File: config.mk
export PLATFORM = sky130hd
export DESIGN_NAME = karatsuba_mult_pipe_flat
export DESIGN_NICKNAME = d
export VERILOG_FILES = /design/src/rtl/karatsuba_mult_pipe_if.sv /design/src/rtl/karatsuba_mult_pipe.sv /design/src/flat_wrapper.sv
export SDC_FILE = /design/constraint.sdc
export NUM_CORES = 1
export LEC_CHECK = 0
export CORE_UTILIZATION = 55
export DETAILED_ROUTE_END_ITERATION = 10
export GPL_ROUTABILITY_DRIVEN = 1
export PLACE_DENSITY = 0.82
export SLEW_MARGIN = 20
export SYNTH_ARGS = -nofsm -noshare
export SYNTH_HDL_FRONTEND = slang
export SYNTH_SLANG_ARGS = --single-unit
File: constraint.sdc
create_clock -name clk -period 4.3 [get_ports clk]
set_input_delay 1.29 -clock clk [delete_from_list [all_inputs] [get_ports clk]]
set_output_delay 1.29 -clock clk [all_outputs]
set_load 0.01 [all_outputs]
File: src/rtl/karatsuba_mult_pipe_if.sv
// Interface: karatsuba_mult_pipe_if
// Purpose : Groups the operand stream (valid/ready/a/b/tag) and the result stream
//           (valid/ready/product/tag) of karatsuba_mult_pipe.
// Ports   : master - the environment: drives operands and out_ready, sees results.
//           slave  - the multiplier: drives in_ready and results, sees operands.
// Config  : KARATSUBA_SIGNED_EN adds the in_signed operand qualifier.
interface karatsuba_mult_pipe_if #(
    parameter int WIDTH = 16,
    parameter int TAG_W = 4
);
    logic                 in_valid;
    logic                 in_ready;
    logic [WIDTH-1:0]     in_a;
    logic [WIDTH-1:0]     in_b;
    logic [TAG_W-1:0]     in_tag;
`ifdef KARATSUBA_SIGNED_EN
    logic                 in_signed;
`endif
    logic                 out_valid;
    logic                 out_ready;
    logic [2*WIDTH-1:0]   out_p;
    logic [TAG_W-1:0]     out_tag;

    modport master (
        output in_valid, in_a, in_b, in_tag, out_ready,
`ifdef KARATSUBA_SIGNED_EN
        output in_signed,
`endif
        input  in_ready, out_valid, out_p, out_tag
    );

    modport slave (
        input  in_valid, in_a, in_b, in_tag, out_ready,
`ifdef KARATSUBA_SIGNED_EN
        input  in_signed,
`endif
        output in_ready, out_valid, out_p, out_tag
    );
endinterface

File: src/rtl/karatsuba_mult_pipe.sv
// Module : karatsuba_mult_pipe
// Purpose: Three-stage pipelined Karatsuba multiplier with valid/ready flow
//          control and a tag carried alongside each operation.
//            S1: split operands into halves, form the H+1-bit half sums
//            S2: three half-width products pH, pL, pM
//            S3: mid = pM - pH - pL, recombine into the 2*WIDTH product
//          All stages advance together; a stalled result freezes the whole pipe.
// Ports  : clk   - rising-edge clock
//          rst_n - asynchronous active-low reset
//          bus   - karatsuba_mult_pipe_if.slave (operand and result streams)
// Config : KARATSUBA_SIGNED_EN - adds in_signed; signed operands are multiplied
//          as magnitudes and the product negated in S3.
module karatsuba_mult_pipe #(
    parameter int WIDTH = 16,
    parameter int TAG_W = 4
) (
    input logic clk,
    input logic rst_n,
    karatsuba_mult_pipe_if.slave bus
);
    localparam int H = WIDTH / 2;

    logic               adv;

    logic               v1_q, v2_q, v3_q;
    logic [H-1:0]       ah_q, al_q, bh_q, bl_q;
    logic [H:0]         sa_q, sb_q;
    logic [TAG_W-1:0]   tag1_q, tag2_q, tag3_q;
    logic [2*H-1:0]     ph_q, pl_q;
    logic [2*H+1:0]     pm_q;
    logic [2*WIDTH-1:0] p3_q;

    logic [WIDTH-1:0]   a_mag_d, b_mag_d;
    logic [H:0]         sa_d, sb_d;
    logic [2*H-1:0]     ph_d, pl_d;
    logic [2*H+1:0]     pm_d;
    logic [2*H+1:0]     mid_d;
    logic [2*WIDTH-1:0] prod_d;
    logic [2*WIDTH-1:0] p3_d;

`ifdef KARATSUBA_SIGNED_EN
    logic neg_d, neg1_q, neg2_q;
`endif

    assign adv          = !v3_q || bus.out_ready;
    assign bus.in_ready = adv;
    assign bus.out_valid = v3_q;
    assign bus.out_p    = p3_q;
    assign bus.out_tag  = tag3_q;

    // The magnitude of -2^(WIDTH-1) is 2^(WIDTH-1), which still fits unsigned.
    always_comb begin
        a_mag_d = bus.in_a;
        b_mag_d = bus.in_b;
`ifdef KARATSUBA_SIGNED_EN
        neg_d = 1'b0;
        if (bus.in_signed) begin
            if (bus.in_a[WIDTH-1]) a_mag_d = -bus.in_a;
            if (bus.in_b[WIDTH-1]) b_mag_d = -bus.in_b;
            neg_d = bus.in_a[WIDTH-1] ^ bus.in_b[WIDTH-1];
        end
`endif
        sa_d = {1'b0, a_mag_d[WIDTH-1:H]} + {1'b0, a_mag_d[H-1:0]};
        sb_d = {1'b0, b_mag_d[WIDTH-1:H]} + {1'b0, b_mag_d[H-1:0]};
    end

    always_comb begin
        ph_d = {{H{1'b0}}, ah_q} * {{H{1'b0}}, bh_q};
        pl_d = {{H{1'b0}}, al_q} * {{H{1'b0}}, bl_q};
        pm_d = {{(H+1){1'b0}}, sa_q} * {{(H+1){1'b0}}, sb_q};
    end

    // {pH, pL} is exactly pH<<WIDTH + pL since both are WIDTH bits wide;
    // mid never underflows, and the final sum fits 2*WIDTH bits by construction.
    always_comb begin
        mid_d  = pm_q - {2'b00, ph_q} - {2'b00, pl_q};
        prod_d = {ph_q, pl_q}
               + ({{(2*WIDTH-2*H-2){1'b0}}, mid_d} << H);
        p3_d   = prod_d;
`ifdef KARATSUBA_SIGNED_EN
        if (neg2_q) p3_d = -prod_d;
`endif
    end

    always_ff @(posedge clk or negedge rst_n) begin
        if (!rst_n) begin
            v1_q   <= 1'b0;
            v2_q   <= 1'b0;
            v3_q   <= 1'b0;
            ah_q   <= '0;
            al_q   <= '0;
            bh_q   <= '0;
            bl_q   <= '0;
            sa_q   <= '0;
            sb_q   <= '0;
            tag1_q <= '0;
            tag2_q <= '0;
            tag3_q <= '0;
            ph_q   <= '0;
            pl_q   <= '0;
            pm_q   <= '0;
            p3_q   <= '0;
`ifdef KARATSUBA_SIGNED_EN
            neg1_q <= 1'b0;
            neg2_q <= 1'b0;
`endif
        end else if (adv) begin
            v1_q   <= bus.in_valid;
            ah_q   <= a_mag_d[WIDTH-1:H];
            al_q   <= a_mag_d[H-1:0];
            bh_q   <= b_mag_d[WIDTH-1:H];
            bl_q   <= b_mag_d[H-1:0];
            sa_q   <= sa_d;
            sb_q   <= sb_d;
            tag1_q <= bus.in_tag;

            v2_q   <= v1_q;
            ph_q   <= ph_d;
            pl_q   <= pl_d;
            pm_q   <= pm_d;
            tag2_q <= tag1_q;

            v3_q   <= v2_q;
            p3_q   <= p3_d;
            tag3_q <= tag2_q;
`ifdef KARATSUBA_SIGNED_EN
            neg1_q <= neg_d;
            neg2_q <= neg1_q;
`endif
        end
    end
endmodule

File: src/flat_wrapper.sv
// flat-port wrapper written by rule: the top's interface ports become plain ports
module karatsuba_mult_pipe_flat 
#(
    parameter int WIDTH = 16,
    parameter int TAG_W = 4
)
  (clk, rst_n, bus_in_valid, bus_in_a, bus_in_b, bus_in_tag, bus_out_ready, bus_in_ready, bus_out_valid, bus_out_p, bus_out_tag);
  karatsuba_mult_pipe_if #(.WIDTH(WIDTH), .TAG_W(TAG_W)) bus_i ();
  input logic clk;
  input logic rst_n;
  input wire logic [$bits(bus_i.in_valid)-1:0] bus_in_valid;
  input wire logic [$bits(bus_i.in_a)-1:0] bus_in_a;
  input wire logic [$bits(bus_i.in_b)-1:0] bus_in_b;
  input wire logic [$bits(bus_i.in_tag)-1:0] bus_in_tag;
  input wire logic [$bits(bus_i.out_ready)-1:0] bus_out_ready;
  output wire logic [$bits(bus_i.in_ready)-1:0] bus_in_ready;
  output wire logic [$bits(bus_i.out_valid)-1:0] bus_out_valid;
  output wire logic [$bits(bus_i.out_p)-1:0] bus_out_p;
  output wire logic [$bits(bus_i.out_tag)-1:0] bus_out_tag;
  assign bus_i.in_valid = bus_in_valid;
  assign bus_i.in_a = bus_in_a;
  assign bus_i.in_b = bus_in_b;
  assign bus_i.in_tag = bus_in_tag;
  assign bus_i.out_ready = bus_out_ready;
  assign bus_in_ready = bus_i.in_ready;
  assign bus_out_valid = bus_i.out_valid;
  assign bus_out_p = bus_i.out_p;
  assign bus_out_tag = bus_i.out_tag;
  karatsuba_mult_pipe #(.WIDTH(WIDTH), .TAG_W(TAG_W)) u_core (.clk(clk), .rst_n(rst_n), .bus(bus_i));
endmodule
# Word-level counts from Yosys, hierarchy flattened
# Index checks and enable logic that the tools add are counted.
[word_totals] ff_bits=147 in_bits=40 output_inout_bits=38 elab_cells=26
[op_classes] add_sub_neg=5 n_mul=3 reduce_logical=2
[op_table] cell="subtractor 18 x 16 -> 18 bit" count=2
[op_table] cell="adder 32 x 26 -> 32 bit" count=1
[op_table] cell="multiplier 8 x 8 -> 16 bit" count=2
[op_table] cell="adder 8 x 8 -> 9 bit" count=2
[op_table] cell="multiplier 9 x 9 -> 18 bit" count=1
[op_table] cell="logical NOT 1 bit" count=1
[op_table] cell="logical OR 1 bit" count=1

# Logic depth before layout (Yosys ltp)
[depth] ltp_word=3 ltp_mapped=19 ltp_nobuf=19

# Least setup slack after synthesis
# OpenSTA, ideal clock, no wires.
[synth_path] kind="reg-to-reg" from="reg u_core.pl_q[0]" to="reg u_core.p3_q[31] (netlist: u_core.bus.out_p[31])" setup_time_ns=0.082 t_arrival_ns=4.452 required_time_ns=4.218 path_slack_ns=-0.234 stages_incl_launch_ff=20 n_path_buf=0 period_less_slack_ns=4.534 cell_sequence="dfrtp_1 -> inv_1 -> fa_1 -> inv_1 -> ha_1 -> or2_2 -> fa_1 -> a21oi_1 -> nor2_1 -> o21a_1 -> o21ai_0 -> or4b_1 -> o311ai_0 -> ha_1 -> and4_1 -> nand2b_1 -> or3b_1 -> and3_1 -> or3_1 -> a31oi_1"
[synth_between] elab_chain_len=2
[synth_lines] element="from (decl)" line="karatsuba_mult_pipe.sv:29" source="logic [2*H-1:0] ph_q, pl_q;"
[synth_lines] element="from (signal assigned)" line="karatsuba_mult_pipe.sv:119" source="pl_q <= pl_d;"
[synth_lines] element="subtractor 18 x 16 -> 18 bit" line="karatsuba_mult_pipe.sv:76" source="mid_d = pm_q - {2'b00, ph_q} - {2'b00, pl_q};"
[synth_lines] element="adder 32 x 26 -> 32 bit (*)" line="karatsuba_mult_pipe.sv:78" source="+ ({{(2*WIDTH-2*H-2){1'b0}}, mid_d} << H);"
[synth_lines] element="to (signal assigned)" line="karatsuba_mult_pipe.sv:124" source="p3_q <= p3_d;"
[synth_lines] element="to (decl)" line="karatsuba_mult_pipe.sv:31" source="logic [2*WIDTH-1:0] p3_q;"
# Mark *: on every way between the ends. The rest lies on a longest branch, timed or not.
# A chain may end at the register's enable or synchronous reset.

# Worst setup path in the final report
[layout_path] from="reg u_core.pl_q[0]" to="reg u_core.p3_q[21] (netlist: u_core.bus.out_p[21])"
# Same word-level chain as after synthesis.

==> results.sh <==
export IMPL_routed_top_layer="met4"
export IMPL_synth_cells=1731
export IMPL_clock_path_buffers=2
export IMPL_grt_max_degree=165
export IMPL_clock_root_buffer="clkbuf_16"
export IMPL_setup_viol=12
export IMPL_num_fill_cells=1946
export IMPL_drt_iter0_drc=923
export IMPL_avgViaCountPerCell=5.73
export IMPL_violations="negative setup slack"
export IMPL_fp_row_count=60
export IMPL_cp_end_kind="flip-flop"
export IMPL_tns_ns=-1.40
export IMPL_syn_num_nets=2079
export IMPL_h_tree_depth=4
export IMPL_outcome="finished with violations"
export IMPL_wl_per_cell_um=17.9
export IMPL_crit_arrival_ns=4.86
export IMPL_cts_tree="done"
export IMPL_synth_edf_count=0
export IMPL_io_pins=78
export IMPL_core_sq_mm=0.0270
export IMPL_hold_buffers=0
export IMPL_clock_sinks=147
export IMPL_ys_warn_count=0
export IMPL_crit_type="reg2reg"
export IMPL_grt_pass1_wl_um=63300
export IMPL_antenna_found_initial=0
export IMPL_n_antenna_cell=0
export IMPL_die_h_um=168
export IMPL_worstMarginPinSlew_ns=0.703
export IMPL_clk_latency_ns=0.45
export IMPL_numCtsBuffers=17
export IMPL_multi_input_area_sq_mm=0.0109
export IMPL_netlist_area_sq_mm=0.0151
export IMPL_layout_setup_ws_ns=-0.254
export IMPL_required_ns=4.61
export IMPL_slew_headroom_pct=53.1
export IMPL_start_util_pct=56.1
export IMPL_drt_met1_wl_um=16300
export IMPL_drv_slew=0
export IMPL_vias=13000
export IMPL_drive_gt1_share_pct=16.5
export IMPL_grt_pass1_vias=13200
export IMPL_mostFrequentLayoutCells="293 x nand2_1, 223 x inv_1, 152 x ha_1"
export IMPL_hp_class="reg2reg"
export IMPL_drv_cap=0
export IMPL_ant_nets=0
export IMPL_crit_fanout=4
export IMPL_rsz0062_at_grt="yes"
export IMPL_die_area_sq_mm=0.0282
export IMPL_regArea_sq_mm=0.00370
export IMPL_synth_main_ff_cell="dfrtp_1"
export IMPL_finalClockSkew_ns=0.00866
export IMPL_place_gp_congestion=0.906
export IMPL_clk_pin_slew_ns=0.07
export IMPL_firstDrtPassIters=5
export IMPL_grt_overflow_total=0
export IMPL_min_period_over_period_pct=106
export IMPL_synth_cell_type_count=64
export IMPL_port_buffers=77
export IMPL_grtUsageTotal_pct=28.1
export IMPL_layout_commonest_cell="nand2_1"
export IMPL_dpl_hpwl_um=28600
export IMPL_nNetsFinal=2269
export IMPL_max_freq_mhz=220
export IMPL_wl_met3_um=2030
export IMPL_hold_violations=0
export IMPL_fin_crit_ns=4.55
export IMPL_syn_to_final_growth_pct=22.2
export IMPL_drc=0
export IMPL_ys_seq_area_share_pct=24.3
export IMPL_avgSynthCellArea_sq_um=8.74
export IMPL_dr_wl_met2_um=21000
export IMPL_die_w_um=168
export IMPL_routed_wl_um=40700
export IMPL_critPathLaunchType="flip-flop"
export IMPL_ys_ff_latch=147
export IMPL_synthArstFlopShare_pct=100
==> state kept, by name, summed over array words and instances, names as in the netlist, 8 cells and up <==
name	flops
u_core.bh_q	8
u_core.pl_q	16
u_core.ph_q	16
u_core.pm_q	18
u_core.bl_q	8
u_core.al_q	8
u_core.ah_q	8
u_core.bus.out_p	32
u_core.sa_q	9
u_core.sb_q	9
==> kinds of logic after synthesis <==
family	share of synthesized area, %
AO/OA/AOI/OAI	12.1
XOR/XNOR	3.82
adder cells (fa/ha/maj)	32.5
buffers and inverters	7.32
flip-flops	24.3
multiplexers	0.405
AND/OR/NAND/NOR	19.5
==> cell type report <==
class,count,area share (%)
Sequential cell,147,20.0
Clock buffer,17,2.30
Tap cell,341,2.31
Multi-Input combinational cell,1290,58.9
Timing Repair Buffer,228,10.8
Inverter,237,4.83
Clock inverter,15,0.846
==> final timing paths <==
path	startpoint	endpoint	slack, ns	depth (start not counted)
max	u_core.pl_q[0]	u_core.bus.out_p[21]	-0.25	20
min	u_core.tag1_q[0]	u_core.tag1_q[0]	0.47	2
max reg2reg	u_core.pl_q[0]	u_core.bus.out_p[21]	-0.25	20
min reg2reg	u_core.tag1_q[0]	u_core.tag1_q[0]	0.47	2
max in group asynchronous	rst_n	u_core.bl_q[3]	2.61	2
min in group asynchronous	rst_n	u_core.bus.out_p[28]	0.81	1
==> synthesized netlist by cell type (all sizes together) (3+ instances only) <==
cell / n / area share [%]
o311ai: 3 / 0.17
nor2b: 11 / 0.46
nor4b: 3 / 0.17
nand2: 298 / 7.4
xnor2: 38 / 2.2
dfrtp: 147 / 24
nor3b: 5 / 0.25
nor2: 88 / 2.2
a21o: 25 / 1.2
o21ai: 73 / 2.4
and3: 7 / 0.29
o221ai: 3 / 0.17
nand3: 15 / 0.50
nand4b: 3 / 0.17
a21boi: 3 / 0.15
fa: 141 / 19
a21oi: 85 / 2.8
buf: 8 / 0.22
a211oi: 14 / 0.73
and2: 144 / 6.0
xor2: 28 / 1.6
a211o: 5 / 0.29
nor4: 4 / 0.17
o211ai: 10 / 0.56
nand4: 8 / 0.33
o31ai: 10 / 0.59
o21a: 15 / 0.74
or3: 6 / 0.25
or4b: 4 / 0.26
nand2b: 7 / 0.29
clkbuf: 49 / 1.2
o21bai: 4 / 0.20
a221oi: 6 / 0.39
a31oi: 13 / 0.58
ha: 167 / 14
inv: 237 / 5.9
mux2i: 5 / 0.33
nor3: 14 / 0.46
==> stage by stage <==
step | setup WS [ns] | utilization (%) | cells | hold slack (ns) | area [sq um]
global route | -0.411 | 68.6 | 2275 | 0.499 | 18500
floorplan | -0.0530 | - | 1731 | 0.430 | 15100
CTS | -0.196 | 66.4 | 2249 | 0.472 | 17900
detailed placement | -0.293 | 62.9 | 2198 | 0.454 | 17000
global placement | -0.134 | 62.9 | 2198 | 0.451 | 17000
finish | -0.254 | 68.6 | 2275 | 0.470 | 18500
==> worst max-delay path: stages, from the launching register on <==
cell	delay (ns)
dfrtp_1	0.34
inv_2	0.05
fa_1	0.56
inv_1	0.05
ha_2	0.17
or2_4	0.25
fa_2	0.37
a21oi_4	0.17
nor2_2	0.07
o21a_1	0.19
o21ai_2	0.12
or4b_4	0.49
o311ai_4	0.11
ha_1	0.28
a21o_1	0.19
a21o_1	0.18
a221oi_2	0.31
o21ai_2	0.16
buf_4	0.17
xnor2_2	0.12
a21oi_1	0.07
==> repair_timing <==
action,in CTS,in global routing
pin swaps,31,55
endpoints found under the setup margin,21,36
buffers inserted,19,26
gates resized for setup,55,101
==> metal layers <==
layer	GRT usage (%)	vias to the layer above
met1	35.3	6513
met2	50.1	405
met3	3.20	123
met5	0	-
li1	-	6001
met4	9.97	0
Power is left out: the tool's default activity adds up to more than one toggle a clock period on the data nets, which glitch-free logic cannot reach.
